===== src/rtl/rx_link_fault_ctrl_pkg.sv =====
// rtl/rx_link_fault_ctrl_pkg.sv - shared link codes, state encodings and helpers for the rx link fault sequencer
package rx_link_fault_ctrl_pkg;

   // Link status codes, shared with the tx RS block
   localparam logic [1:0] LINK_OK     = 2'b00;
   localparam logic [1:0] LINK_LOCAL  = 2'b01;
   localparam logic [1:0] LINK_REMOTE = 2'b10;

   // Sequencer state encodings
   localparam logic [1:0] ST_INIT  = 2'b00;
   localparam logic [1:0] ST_COUNT = 2'b01;
   localparam logic [1:0] ST_FAULT = 2'b10;

   // Fault sequence type as tracked in last_type
   localparam logic TYPE_LOCAL  = 1'b0;
   localparam logic TYPE_REMOTE = 1'b1;

   // Map a sequence type onto the link status code it raises
   function automatic logic [1:0] type_to_link(input logic seq_type);
      return (seq_type == TYPE_REMOTE) ? LINK_REMOTE : LINK_LOCAL;
   endfunction

endpackage


===== src/rtl/rx_sat_counter.sv =====
// rtl/rx_sat_counter.sv - saturating event counter with synchronous clear
module rx_sat_counter #(
   parameter int CNT_W = 16
) (
   input  logic             rxclk,
   input  logic             reset,
   input  logic             inc,
   input  logic             clr,
   output logic [CNT_W-1:0] cnt
);

   localparam logic [CNT_W-1:0] ONE = {{(CNT_W-1){1'b0}}, 1'b1};

   // Count up on inc, stick at all-ones, clear wins over increment
   always_ff @(posedge rxclk or posedge reset) begin
      if (reset) begin
         cnt <= '0;
      end else if (clr) begin
         cnt <= '0;
      end else if (inc && (cnt != '1)) begin
         cnt <= cnt + ONE;
      end
   end

endmodule


===== src/rtl/rx_link_fault_ctrl.sv =====
// rtl/rx_link_fault_ctrl.sv - rx link fault sequencer: link status, tx RS forcing, rx frame gating, fault counts
module rx_link_fault_ctrl
   import rx_link_fault_ctrl_pkg::*;
#(
   parameter int FAULT_SEQ_THRESH = 4,
   parameter int COL_WINDOW       = 128,
   parameter int CNT_W            = 16
) (
   input  logic             rxclk,
   input  logic             reset,
   input  logic             local_fault,
   input  logic             remote_fault,
   input  logic             cfg_fault_dis,
   input  logic             cnt_clr,
   output logic [1:0]       link_fault,
   output logic             tx_force_rf,
   output logic             tx_force_idle,
   output logic             rx_frame_en,
   output logic [CNT_W-1:0] lf_event_cnt,
   output logic [CNT_W-1:0] rf_event_cnt
);

   localparam logic [3:0] THRESH_C = 4'(FAULT_SEQ_THRESH);
   localparam logic [7:0] WIN_LAST = 8'(COL_WINDOW - 1);

   logic [1:0] state;
   logic [1:0] link_q;
   logic [3:0] seq_cnt;
   logic [7:0] col_cnt;
   logic       last_type;

   logic       seq_valid;
   logic       seq_type;
   logic       same_type;
   logic       qualify;
   logic       lf_inc;
   logic       rf_inc;

   // Both fault inputs in one column resolve to LOCAL
   assign seq_valid = local_fault | remote_fault;
   assign seq_type  = local_fault ? TYPE_LOCAL : TYPE_REMOTE;
   assign same_type = (seq_type == last_type);

   // The column that brings a same-type run up to threshold while counting
   assign qualify = !cfg_fault_dis && (state == ST_COUNT) && seq_valid && same_type
                    && ((seq_cnt + 4'd1) == THRESH_C);
   assign lf_inc  = qualify && (seq_type == TYPE_LOCAL);
   assign rf_inc  = qualify && (seq_type == TYPE_REMOTE);

   // Sequencer: track run length of one fault type and the fault-free gap since the last sequence
   always_ff @(posedge rxclk or posedge reset) begin
      if (reset) begin
         state     <= ST_INIT;
         link_q    <= LINK_OK;
         seq_cnt   <= 4'd0;
         col_cnt   <= 8'd0;
         last_type <= TYPE_LOCAL;
      end else if (cfg_fault_dis) begin
         state  <= ST_INIT;
         link_q <= LINK_OK;
      end else begin
         case (state)
            ST_INIT: begin
               link_q <= LINK_OK;
               if (seq_valid) begin
                  last_type <= seq_type;
                  seq_cnt   <= 4'd1;
                  col_cnt   <= 8'd0;
                  state     <= ST_COUNT;
               end
            end
            ST_COUNT, ST_FAULT: begin
               if (seq_valid && same_type) begin
                  col_cnt <= 8'd0;
                  if (state == ST_COUNT) begin
                     seq_cnt <= seq_cnt + 4'd1;
                     if (qualify) begin
                        state  <= ST_FAULT;
                        link_q <= type_to_link(seq_type);
                     end
                  end
               end else if (seq_valid) begin
                  // A new type restarts qualification; any existing fault stays reported
                  last_type <= seq_type;
                  seq_cnt   <= 4'd1;
                  col_cnt   <= 8'd0;
                  state     <= ST_COUNT;
               end else begin
                  col_cnt <= col_cnt + 8'd1;
                  if (col_cnt == WIN_LAST) begin
                     state  <= ST_INIT;
                     link_q <= LINK_OK;
                  end
               end
            end
            default: begin
               state  <= ST_INIT;
               link_q <= LINK_OK;
            end
         endcase
      end
   end

   rx_sat_counter #(.CNT_W(CNT_W)) u_lf_cnt (
      .rxclk (rxclk),
      .reset (reset),
      .inc   (lf_inc),
      .clr   (cnt_clr),
      .cnt   (lf_event_cnt)
   );

   rx_sat_counter #(.CNT_W(CNT_W)) u_rf_cnt (
      .rxclk (rxclk),
      .reset (reset),
      .inc   (rf_inc),
      .clr   (cnt_clr),
      .cnt   (rf_event_cnt)
   );

   // Tx forcing and rx gating follow the registered link status only
   assign link_fault    = link_q;
   assign tx_force_rf   = (link_q == LINK_LOCAL);
   assign tx_force_idle = (link_q == LINK_REMOTE);
   assign rx_frame_en   = (link_q == LINK_OK);

endmodule


===== config.mk =====
export PLATFORM = sky130hd
export DESIGN_NAME = rx_link_fault_ctrl
export DESIGN_NICKNAME = d
export VERILOG_FILES = /design/src/rtl/rx_link_fault_ctrl_pkg.sv /design/src/rtl/rx_sat_counter.sv /design/src/rtl/rx_link_fault_ctrl.sv
export SDC_FILE = /design/constraint.sdc
export NUM_CORES = 1
export LEC_CHECK = 0
export BUFFER_PORTS_ARGS = -buffer_cell sky130_fd_sc_hd__buf_4
export CAP_MARGIN = 10
export CORE_MARGIN = 2
export CORE_UTILIZATION = 57
export CTS_CLUSTER_SIZE = 24
export DETAILED_ROUTE_END_ITERATION = 6
export GPL_TIMING_DRIVEN = 0
export HOLD_SLACK_MARGIN = 0.15
export PLACE_DENSITY_LB_ADDON = 0.1
export SYNTH_ARGS = -nofsm -noshare
export SYNTH_HDL_FRONTEND = slang
export SYNTH_SLANG_ARGS = --single-unit

===== constraint.sdc =====
create_clock -name rxclk -period 3.36 [get_ports rxclk]
set_clock_uncertainty 0.1 [all_clocks]
set_input_delay 0.336 -clock rxclk [delete_from_list [all_inputs] [get_ports rxclk]]
set_output_delay 0.336 -clock rxclk [all_outputs]
set_load 0.05 [all_outputs]

* After elaboration in Yosys (flattened, before gate mapping)
Index checks and enable logic that the tools add are counted.
Storage, ports and cells: register bits 49, bits in latches 0, memory bits (writable) 0, bits in read-only memories 0, logic and storage cells 83, memories kept 0
Cells by class: add/sub/neg operators 4, multipliers 0, divide/modulo/power cells 0, order comparisons 0, eq/ne operators 18, shifts and indexed selects 0, muxes and demuxes 31, bitwise operators 2, reduce and logical (&&, ||, !) cells 21
Operators with widths (number):
- 16-bit 2-to-1 mux | 4
- 16-bit by 1-bit adder with 16-bit output (second input constant) | 2
- 16-bit != test (second input constant) | 2
- 2-bit 2-to-1 mux | 14
- 8-bit 2-to-1 mux | 3
- 4-bit != test (second input constant) | 4
- 8-bit case mux with 2 select lines | 1
- 4-bit 2-to-1 mux | 3
- 1-bit logical AND | 9
- 3-bit AND reduction | 3
- 8-bit by 1-bit adder with 8-bit output (second input constant) | 1
- 8-bit by 7-bit equality test with 1-bit output (second input constant) | 1
- 4-bit case mux with 2 select lines | 1
- 4-bit AND reduction | 2
- 3-bit != test (second input constant) | 2
- 2-bit nonzero test | 3
- 5-bit != test (second input constant) | 1
- 4-bit by 1-bit adder with 4-bit output (second input constant) | 1
- 2-bit by 1-bit equality test with 1-bit output (second input constant) | 2
- 2-bit equality test (second input constant) | 2
- 4-bit by 3-bit equality test with 1-bit output (second input constant) | 1
- 2-bit zero test | 2
- 2-bit != test (second input constant) | 2
- 2-bit case mux with 2 select lines | 1
- 7 further kinds | 9

* Longest topological paths before layout
depth after elaboration 10, depth in mapped cells 10, depth with buffers taken out 7

* By module
From an unflattened synthesis, not the netlist that was laid out.
Unflattened totals: cells, all modules 339, area, all modules 3049.2 um2
By module, submodules not included:
- rx_link_fault_ctrl | instances 1, cells an instance 137, area an instance 1194.9 um2, sequential area each 425.4 um2
- rx_sat_counter (u_lf_cnt) | instances 1, cells an instance 101, area an instance 932.1 um2, sequential area each 400.4 um2
- rx_sat_counter (u_rf_cnt) | instances 1, cells an instance 101, area an instance 922.1 um2, sequential area each 400.4 um2

* Worst setup path after synthesis
No wires, ideal clock.
path kind reg2reg, start register u_lf_cnt.cnt[1], end register u_lf_cnt.cnt[10], arrival 2472 ps, path slack 710 ps, cell stages (with the launch flop) 8, cells stage by stage dfrtp_1 > ha_1 > nand3_1 > or2_1 > clkbuf_1 > nor4_1 > or4b_2 > a21oi_1
Between the ends: cells in the longest elaborated chain, start to end 3
Ends and longest elaborated chain:
- start: declaration | line rx_sat_counter.sv:9 | output logic [CNT_W-1:0] cnt
- start signal: assignment | line rx_sat_counter.sv:21 | cnt <= cnt + ONE;
- 16-bit by 1-bit adder with 16-bit output or 16-bit != test (tied branches) | line rx_sat_counter.sv:21, rx_sat_counter.sv:20
- 16-bit 2-to-1 mux or 1-bit logical AND (tied branches) | line rx_sat_counter.sv:20 | end else if (inc && (cnt != '1)) begin
- 16-bit 2-to-1 mux or 2-bit nonzero test (tied branches)
Several ways; a longest one is shown, not always the timed one. The select of a mux whose other input is x is not followed. A chain may end at the register's enable or synchronous reset.

* Worst setup path after layout
start register seq_cnt[0], end register u_rf_cnt.cnt[14]
Between the ends: cells in the longest elaborated chain, start to end 6
Ends and longest elaborated chain:
- start: declaration | line rx_link_fault_ctrl.sv:28 | logic [3:0] seq_cnt;
- start signal: assignment | line rx_link_fault_ctrl.sv:76 | seq_cnt <= seq_cnt + 4'd1;
- 4-bit by 1-bit adder with 4-bit output | line rx_link_fault_ctrl.sv:46 | && ((seq_cnt + 4'd1) == THRESH_C);
- 4-bit by 3-bit equality test with 1-bit output | line rx_link_fault_ctrl.sv:46
- 1-bit logical AND | line rx_link_fault_ctrl.sv:46
- 1-bit logical AND | line rx_link_fault_ctrl.sv:48 | assign rf_inc = qualify && (seq_type == TYPE_REMOTE);
- 1-bit logical AND | line rx_sat_counter.sv:20
- 2-bit nonzero test (no line)
- end signal: assignment | line rx_sat_counter.sv:21
- end: declaration | line rx_sat_counter.sv:9
Every way passes these cells.

==> reports/qor.txt <==
outcome = finished, final reports clean
Net Sw Frac = 26.8%
Area contributors post-synth = dfrtp_1, a21oi_1, o21ai_0
final WL = 6460 um
WP data required = 3450 ps
num rows = 25
pwr dens = 323 nW/um^2
Buf+Inv Stages, Crit Path = 0
share of layout cells above drive strength 1 = 16.9%
post-synthesis compound-gate area fraction = 19.8%
combinational share of power = 11.9%
post-synthesis xor/xnor area fraction = 1.53%
Syn. warnings = 0
# IOs = 43
post-DP HPWL = 4690 um
largest net degree at the start of global routing = 39
synthesis-stage register bit count = 49
setup_tns = 0 ps
initial antenna violation count = 0
clk_lat worst skew = 300 ps
post-synthesis sequential area ratio = 43.0%
DIE HEIGHT = 74.8 um
first-pass GRT wire length = 10600 um
Avg Inst Size Synth = 9.00 sq um
mux contribution to synthesized area = 1.49%
number of max-cap violations = 0
post-synth top area cell = dfrtp_1
Via-to-Cell Ratio = 6.10
# DRC = 0
unrepaired setup endpoints after global routing = false
largest family of logic cells by synthesized area = simple AND/OR/NAND/NOR gates
number of max-slew violations in the final report = 0
kind of critical path = reg2reg
vias = 2649
die area = 5590 sq um
Seq pwr share = 57.0%
Fmax = 375 MHz
share of power burned in the clock network = 31.1%
Util after Layout = 70.0%
Max clock buf depth = 2
asr flop ratio synth = 100%
critical path arrival = 2750 ps
Detailed Route Iter0 Violations = 174
LEAKAGE = 1.41 nW
Top FF cell, synth = dfrtp_1
Pint = 0.792 mW
clock sinks = 49
maximum vdd ir drop = 0.000239 V
Final Setup Violations = 0
first drt pass iteration count = 5
Syn Nets = 333
CTS H-tree lvls = 2
most frequent cells in the layout = dfrtp_1, buf_4, a21oi_1
Mapped Area = 2850 sq um
Area Growth Syn to Fin = 17.4%
register clock-pin slew on the reported worst setup and hold paths = 80 ps
CP max stage delay = 700 ps
antenna viol nets, final = 0
family with the most delay on the worst path = simple AND/OR/NAND/NOR gates
Synth Instances = 317
Yosys top cell area share = 43.0%
vias in the first global route = 2329
Synth Area in Adders = 4.38%
CP max-delay cell = or4b_1
crit path cell chain = ha_1 > xor2_1 > nand3_2 > or4b_1 > nor4_1 > mux2_2
Initial Util = 59.6%
critical path startpoint category = flop
CTS Buf Count = 5
Worst setup EP type = flop
core area = 4790 sq um
Post-synth EDFFs = 0
GRT Overall Usage = 24.3%
Net count, final = 382
Worst Max-Slew Pin Slew = 609 ps
Worst Hold Class = in2reg
IO Port Bufs = 40
commonest non-fill, non-tap cell in the layout = dfrtp_1
Power, Total = 1.08 mW
P_sw = 0.291 mW
RD Place Congestion = 0.866
root buf cell = clkbuf_8
crit path max fanout = 8
Routed WL per cell = 14.9 um
fin crit share = 79.3%
CTS tree = done
final hold vios = 0
Min Clock Period, post-route = 2660 ps
antenna cells = 0
GRT Residual Overflow = 0
worst relative slew slack = 59.0%
Die Span X = 74.8 um
Cell variety after synth = 45
simple-gate portion of the synthesized area = 26.1%
## power by group through the flow
stage	sequential [mW]	clock (mW)	combinational [mW]
after floorplan	0.627	0	0.0930
after CTS	0.617	0.341	0.129
after detailed placement	0.629	0	0.127
after global placement	0.628	0	0.122
after global routing	0.620	0.366	0.146
final	0.617	0.337	0.129
## layer usage
metal	vias up	wire length (um)	GRT usage, %
li1	1291	-	-
met1	1266	2940	33.6
met2	82	3140	39.9
met3	10	292	3.08
met4	0	84	8.33
met5	-	0	0
## timing repair
item | 4_1_cts | 5_1_grt
hold buffers | 1 | 0
setup buffers | 0 | 0
hold endpoints to repair | 11 | 0
resized for setup | 0 | 0
## Yosys cell counts (2+ instances only)
cell	n
or4b_2	3
o21ai_0	29
and3_1	6
clkbuf_1	10
mux2_2	2
xnor2_1	3
o41ai_1	6
a211o_1	2
buf_6	2
nand4_1	7
or3_1	12
xor2_1	2
ha_1	10
a21oi_1	31
nor2_1	19
nor2b_1	5
dfrtp_1	49
nand2_1	24
inv_1	11
nand3_1	13
mux2i_1	2
or4_1	15
nand2b_1	7
o31ai_1	16
nand4b_1	2
nor4_1	5
nor3_1	6
## cell type report
cell class	count	area, sq um
Multi-Input combinational cell	244	1520
Inverter	11	41.3
Timing Repair Buffer	42	330
Sequential cell	49	1230
Clock buffer	6	72.6
Tap cell	67	83.8
Buffer	13	65.1
Clock inverter	2	10.0
Fill cell	399	1440
## through the flow
stage | cell area [sq um] | setup slack [ps] | cells | hold WS [ps]
after floorplan | 2850 | 710 | 317 | 333
after global placement | 3240 | 611 | 424 | 388
after detailed placement | 3260 | 612 | 425 | 200
after CTS | 3350 | 686 | 434 | 167
after global routing | 3350 | 509 | 434 | 181
final | 3350 | 696 | 434 | 168
## flip-flops by register name, indices dropped and copies added (netlist names)
signal	count
u_lf_cnt.cnt	16
u_rf_cnt.cnt	16
last_type	1
seq_cnt	4
col_cnt	8
state	2
link_fault	2
## worst paths after layout
check / startpoint / to / slack (ps) / cells after the start
worst max-delay path: seq_cnt[0] / u_rf_cnt.cnt[14] / 700 / 6
worst min-delay path: local_fault / last_type / 170 / 2
worst max register to register: seq_cnt[0] / u_rf_cnt.cnt[14] / 700 / 6
worst min register to register: col_cnt[2] / col_cnt[2] / 420 / 1
max in group asynchronous: reset / u_lf_cnt.cnt[3] / 2250 / 4
min in group asynchronous: reset / col_cnt[0] / 430 / 3
## cell families after synthesis
| logic type | Yosys count |
|---|---|
| AOI/OAI and AO/OA | 93 |
| muxes | 4 |
| and+or+nand+nor | 132 |
| buffers and inverters | 24 |
| xor gates and xnor gates | 5 |
| adders and majority gates | 10 |
| DFF | 49 |
(Power assumes the default switching activity.)
